File: config.mk
export PLATFORM = sky130hd
export DESIGN_NAME = arb_mux_reg_flat
export DESIGN_NICKNAME = d
export VERILOG_FILES = /design/src/rtl/arb_mux_reg_if.sv /design/src/rtl/arb_mux_reg.sv /design/src/flat_wrapper.sv
export SDC_FILE = /design/constraint.sdc
export NUM_CORES = 1
export LEC_CHECK = 0
export ABC_AREA = 1
export BUFFER_PORTS_ARGS = -buffer_cell sky130_fd_sc_hd__buf_2
export CORE_UTILIZATION = 30
export DETAILED_ROUTE_END_ITERATION = 10
export GPL_TIMING_DRIVEN = 0
export PLACE_DENSITY = 0.71
export SLEW_MARGIN = 10
export SYNTH_ARGS = -nofsm -noshare
export SYNTH_HDL_FRONTEND = slang
export SYNTH_SLANG_ARGS = --single-unit
File: constraint.sdc
create_clock -name clk -period 1.14 [get_ports clk]
set_clock_uncertainty 0.15 [all_clocks]
set_input_delay 0.057 -clock clk [delete_from_list [all_inputs] [get_ports clk]]
set_output_delay 0.057 -clock clk [all_outputs]
set_load 0.1 [all_outputs]
File: src/rtl/arb_mux_reg_if.sv
// Bundle for the N:1 selector: per-channel producer side plus the registered consumer side.
// Handshake: a word moves when valid and ready are both high on a rising clk edge; ready may depend on valid, valid never waits on ready.
interface arb_mux_reg_if #(
    parameter int WIDTH = 12,
    parameter int N     = 4
);
    localparam int SELW = $clog2(N);

    logic [N*WIDTH-1:0] in;
    logic [N-1:0]       invalid;
    logic [N-1:0]       inready;
    logic [SELW-1:0]    sel;
    logic [WIDTH-1:0]   out;
    logic               outvalid;
    logic               outready;
    logic [SELW-1:0]    outch;

    modport master (
        output in, invalid, sel, outready,
        input  inready, out, outvalid, outch
    );

    modport slave (
        input  in, invalid, sel, outready,
        output inready, out, outvalid, outch
    );
endinterface

File: src/rtl/arb_mux_reg.sv
// N:1 datapath selector with a registered output word; MODE 0 uses an external select,
// MODE 1 arbitrates round-robin over the valid channels.
module arb_mux_reg #(
    parameter int  WIDTH = 12,
    parameter int  N     = 4,
    parameter int  MODE  = 0,
    localparam int SELW  = $clog2(N)
) (
    input  logic            clk,
    input  logic            rst,
    arb_mux_reg_if.slave    bus,
    output logic [SELW-1:0] ptr
);

    logic             load;
    logic             grant;
    logic [SELW-1:0]  g;
    logic [WIDTH-1:0] g_data;
    logic [WIDTH-1:0] out_q;
    logic [SELW-1:0]  outch_q;
    logic             outvalid_q;

    // The register can take a word when empty or when it is being drained this same cycle.
    assign load = !outvalid_q || bus.outready;

    always_comb begin : grant_logic
        int t;
        grant = 1'b0;
        g     = '0;
        t     = 0;
        if (MODE == 0) begin
            // Comparing against every legal index means an out-of-range sel simply matches nothing.
            for (int i = 0; i < N; i++) begin
                if (bus.sel == SELW'(i) && bus.invalid[i]) begin
                    grant = 1'b1;
                    g     = SELW'(i);
                end
            end
        end else begin
            // Visit ptr+1, ptr+2, ... modulo N; the first valid channel wins.
            for (int k = 1; k <= N; k++) begin
                t = int'(ptr) + k;
                if (t >= N) t = t - N;
                for (int i = 0; i < N; i++) begin
                    if (!grant && t == i && bus.invalid[i]) begin
                        grant = 1'b1;
                        g     = SELW'(i);
                    end
                end
            end
        end
    end

    always_comb begin : data_mux
        g_data = '0;
        for (int i = 0; i < N; i++) begin
            if (g == SELW'(i)) g_data = bus.in[i*WIDTH +: WIDTH];
        end
    end

    always_comb begin : ready_decode
        bus.inready = '0;
        for (int i = 0; i < N; i++) begin
            bus.inready[i] = rst && load && grant && (g == SELW'(i));
        end
    end

    always_ff @(posedge clk or negedge rst) begin
        if (!rst) begin
            out_q      <= '0;
            outch_q    <= '0;
            outvalid_q <= 1'b0;
            ptr        <= SELW'(N-1);
        end else if (load && grant) begin
            out_q      <= g_data;
            outch_q    <= g;
            outvalid_q <= 1'b1;
            if (MODE == 1) ptr <= g;
        end else if (outvalid_q && bus.outready) begin
            outvalid_q <= 1'b0;
        end
    end

    assign bus.out      = out_q;
    assign bus.outch    = outch_q;
    assign bus.outvalid = outvalid_q;

endmodule

File: src/flat_wrapper.sv
// flat-port wrapper written by rule: the top's interface ports become plain ports
module arb_mux_reg_flat 
#(
    parameter int  WIDTH = 12,
    parameter int  N     = 4,
    parameter int  MODE  = 0,
    localparam int SELW  = $clog2(N)
)
  (clk, rst, ptr, bus_in, bus_invalid, bus_sel, bus_outready, bus_inready, bus_out, bus_outvalid, bus_outch);
  arb_mux_reg_if #(.WIDTH(WIDTH), .N(N)) bus_i ();
  input  logic clk;
  input  logic rst;
  output logic [SELW-1:0] ptr;
  input wire logic [$bits(bus_i.in)-1:0] bus_in;
  input wire logic [$bits(bus_i.invalid)-1:0] bus_invalid;
  input wire logic [$bits(bus_i.sel)-1:0] bus_sel;
  input wire logic [$bits(bus_i.outready)-1:0] bus_outready;
  output wire logic [$bits(bus_i.inready)-1:0] bus_inready;
  output wire logic [$bits(bus_i.out)-1:0] bus_out;
  output wire logic [$bits(bus_i.outvalid)-1:0] bus_outvalid;
  output wire logic [$bits(bus_i.outch)-1:0] bus_outch;
  assign bus_i.in = bus_in;
  assign bus_i.invalid = bus_invalid;
  assign bus_i.sel = bus_sel;
  assign bus_i.outready = bus_outready;
  assign bus_inready = bus_i.inready;
  assign bus_out = bus_i.out;
  assign bus_outvalid = bus_i.outvalid;
  assign bus_outch = bus_i.outch;
  arb_mux_reg #(.WIDTH(WIDTH), .N(N), .MODE(MODE)) u_core (.clk(clk), .rst(rst), .bus(bus_i), .ptr(ptr));
endmodule
== Word level (Yosys, flattened, before mapping) ==
Cells that the tools add are included.
W data, S select, Z words.

* Equality and inequality tests: 6
* Mux-type cells: 13
* Reduce and logical (&&, ||, !) cells: 17

{| class="wikitable"
|+ Operators with widths
! cell !! count
|-
| $mux W12 || 4
|-
| $logic_and A1 B1 Y1 || 12
|-
| $eq A2 B2 Y1 const B || 4
|-
| $mux W1 || 7
|-
| $eq A2 B1 Y1 const B || 2
|-
| $logic_not A2 Y1 || 2
|-
| $mux W2 || 2
|-
| $reduce_bool A2 Y1 || 1
|-
| $logic_not A1 Y1 || 1
|-
| $logic_or A1 B1 Y1 || 1
|}

* Bits in registers: 15
* Input port bits: 57
* Output and inout port bits: 21

== Logic depth before layout (Yosys ltp) ==
* Depth after elaboration: 10
* Gate-level depth with buffers: 10

== Worst setup path before layout ==
OpenSTA, ideal clock, no wires.

* Kind: reg-to-output
* Start point: register u_core.outvalid_q, in the netlist u_core.bus.outvalid
* End point: output bus_inready[0]
* Data arrival time: 3.288 ns
* Required time: 0.933 ns
* Path slack: -2.355 ns
* Stages on the path, launching flop included: 5
* Path buffers: 1
* Cells stage by stage: dfrtp_1 nand2_1 nand2_2 buf_4 nor3_1

* Longest elaborated chain between the ends: 5

{| class="wikitable"
|+ Ends and longest elaborated chain
! item !! line !! text
|-
| start, declared || arb_mux_reg.sv:21 || <nowiki>logic outvalid_q;</nowiki>
|-
| start signal, assigned || arb_mux_reg.sv:72 || <nowiki>outvalid_q <= 1'b0;</nowiki>
|-
| start signal, assigned || arb_mux_reg.sv:77 || <nowiki>outvalid_q <= 1'b1;</nowiki>
|-
| start signal, assigned || arb_mux_reg.sv:80 || <nowiki>outvalid_q <= 1'b0;</nowiki>
|-
| $logic_not A1 Y1 || arb_mux_reg.sv:24 || <nowiki>assign load = !outvalid_q || bus.outready;</nowiki>
|-
| $logic_or A1 B1 Y1 || arb_mux_reg.sv:24 ||
|-
| $logic_and A1 B1 Y1 (3 in series) || arb_mux_reg.sv:64 || <nowiki>bus.inready[i] = rst && load && grant && (g == SELW'(i));</nowiki>
|-
| end, declared || flat_wrapper.sv:18 || <nowiki>output wire logic [$bits(bus_i.inready)-1:0] bus_inready;</nowiki>
|}

No other way between the ends.

== Worst setup path after layout ==
Same ends and word-level chain as after synthesis.

==> results.yml <==
yosys:
  yosys_warnings: 2
  netlist_instances: 176
  syn_avg_cell_area_um2: 6.36
  synth_area_leaders: "dfrtp_1 (34%), nand2_1 (19%), nor2_1 (8.4%)"
  yosysSeqAreaShare: 0.335
  yosysTopAreaCellShare: 0.335
  synth_top_area_cell: "dfrtp_1"
  syn_area_um2: 1120
  synth_cell_types: 19
  synth_seq_cells: 15
worst_setup_path:
  cp_max_fo: 4
  critical_path.endpoint: "bus_inready[0]"
  cpPeakStageDelay_ns: 0.48
  slowest_stage: "dfrtp_4"
  crit_buf_inv: 2
  worst_ep_arrival_time_ns: 1.36
  r2r_cells: 8
  path_depth: 5
  worst_setup_path_start_kind: "flip-flop"
  critPathCaptureType: "output port"
  r2r_slack_ns: -0.32
  crit_type: "reg2out"
  cp_cell_sequence: "nand2_4 -> nand2_4 -> buf_12 -> nor3_4 -> buf_12"
  cp-startpoint: "u_core.bus.outvalid"
  regToRegStartpoint: "u_core.bus.outvalid"
  crit_family: "flip-flops"
  cp_data_required_time_ns: 0.93
  r2r_end: "u_core.bus.out[7]"
pwr:
  power_density_nw_per_um2: 1440
  leakagePower_nw: 1.21
  ir_worst_vdd_mv: 0.459
layout:
  syn_to_final_growth_pct: 94.3
  fillers: 316
  num-nets-final: 341
  utilization: 0.632
  n_antenna_cell: 0
  fin_area_um2: 2180
  drive_gt1_frac: 0.431
die:
  dieArea_um2: 3980
  rows: 21
  num_io_pins: 78
  die_w_um: 63.1
  die_h_um: 63.1
  coreArea_um2: 3440
  start_util: 0.325
timing:
  fin_crit_sh: 1.37
  worstMarginPinSlew_ns: 0.731
  setup_viol: 20
  timing.hold.ws_ns: -0.0581
  post-route-min-period_ns: 1.57
  finalHoldViolations: 18
  slew_headroom: 0.513
  finalWorstSetupSlack_ns: -0.426
  max_freq_mhz: 639
  slew_violations: 0
  rsz0062_at_grt: "yes"
placement:
  dpl_cell_area_um2: 1610
  placement.io_buffers: 75
  dpl.hpwl_mm: 2.55
  place.gp.congestion: 0.791
grt:
  grt_max_degree: 16
  grt_pass1_vias: 1359
  grt_antenna_before_repair: 0
  track_usage: 0.198
  overflow: 0
  grt_first_pass_wirelength_mm: 6.13
detailed_routing:
  vias: 1489
  drc: 0
  wl_per_cell_um: 12.2
  wl_mm: 4.00
  detail-route-antenna-nets: 0
  viasPerCell: 4.53
  drt-initial-drc-count: 51
  dr.pass1.iters: 4
clock_network:
  hold_buffers: 20
  worstSkewPairLatency_ns: 0.25
  cts.path.max_buffers: 2
  cts.clk_slew.worst_paths_ns: 0.07
  cts_root_buffer: "clkbuf_8"
  cts_tree: "yes"
  cts.sinks: 15
  h-tree-depth: 1
  numCtsBuffers: 3
status:
  status: "finished with violations"
  violations: "hold timing, setup timing"
min_path:
  min_path_type: "in2async"
run:
  cap_viol_max_count: 0
[layer usage]
metal,up-vias,wire length (µm),global-route usage
met1,663,1710,0.247
met2,61,2030,0.348
met3,4,222,0.0272
li1,761,-,-
met5,-,0,0
met4,0,40,0.0610
[worst min-delay path by stage]
stage / end / depth (start not counted) / start
4_1_cts: u_core.bus.outvalid / 4 / bus_outready
3_5_place_dp: u_core.bus.out[11] / 1 / rst
3_3_place_gp: u_core.bus.out[11] / 1 / rst
2_1_floorplan: u_core.bus.out[0] / 0 / rst
6_report: u_core.bus.out[11] / 2 / rst
5_1_grt: u_core.bus.outvalid / 4 / bus_outready
[power by group]
part / switching, mW / internal [mW]
Clock: 0.195 / 0.242
Combinational: 1.37 / 0.581
Sequential: 0.0792 / 0.660
Total: 1.65 / 1.48
[cell type report]
cell class | count | area [µm²] | share of cell area
clock inverter | 1 | 5.00 | 0.00230
buffer | 11 | 96.3 | 0.0443
clock buffer | 3 | 41.3 | 0.0190
multi-input combinational | 132 | 716 | 0.329
inverter | 19 | 75.1 | 0.0345
timing repair buffer | 102 | 806 | 0.370
tap | 46 | 57.6 | 0.0265
sequential | 15 | 379 | 0.174
[cell usage in the layout (no fill, tap or decap)]
cell,count
buf_2,59
nand2_1,51
dlygate4sd3_1,19
inv_1,17
nand3_1,15
nor2_1,15
buf_4,15
dfrtp_1,14
o21ai_0,12
nand3b_1,12
buf_12,6
nor2_4,6
nand2_2,5
buf_8,4
nor2_2,4
buf_6,4
nor3_4,3
clkbuf_8,3
nand3_2,2
nand2_4,2
conb_1,2
clkbuf_16,2
inv_2,1
clkbuf_2,1
clkbuf_4,1
nand4_1,1
clkinvlp_4,1
clkbuf_1,1
o21ai_2,1
o21ai_1,1
clkinv_2,1
dlymetal6s4s_1,1
dfrtp_4,1
[flip-flops by register name, indices dropped and copies added (netlist names)]
name	flops
u_core.bus.out	12
u_core.bus.outch	2
u_core.bus.outvalid	1
[through the flow]
step                setup WS [ns]  hold WS, ns  total power, mW  setup TNS, ns  std cells
detailed placement         -0.463       -0.150             2.34          -3.86        298
floorplan                  -0.785       -0.389             2.02          -5.37        177
global route               -0.481      -0.0362             3.26          -6.69        329
global placement           -0.448       -0.152             2.33          -3.40        298
CTS                        -0.426      -0.0456             2.95          -4.11        324
finish                     -0.426      -0.0581             3.13          -5.76        329
[Yosys cell counts (all sizes together)]
| library cell | number |
|---|---|
| nand3b | 12 |
| nand4 | 1 |
| o21ai | 14 |
| inv | 19 |
| conb | 1 |
| clkbuf | 2 |
| nor3 | 3 |
| dfrtp | 15 |
| buf | 9 |
| nand3 | 17 |
| nor2 | 25 |
| nand2 | 58 |
[cells by family after synthesis]
| logic type | Yosys count | share of synthesized area |
|---|---|---|
| other | 1 | 0.00335 |
| AO/OA/AOI/OAI | 14 | 0.0626 |
| buffers and inverters | 30 | 0.123 |
| flip-flops | 15 | 0.335 |
| AND/OR/NAND/NOR | 116 | 0.476 |
[what timing repair did]
item / 4_1_cts / 5_1_grt
cloned: 0 / 2
pin swaps: 2 / 5
resized for setup: 34 / 37
buffers inserted: 2 / 3
setup endpoints to repair: 33 / 37
endpoints found under the hold margin: 27 / 1
No activity file was read; power rests on OpenSTA's default activity.
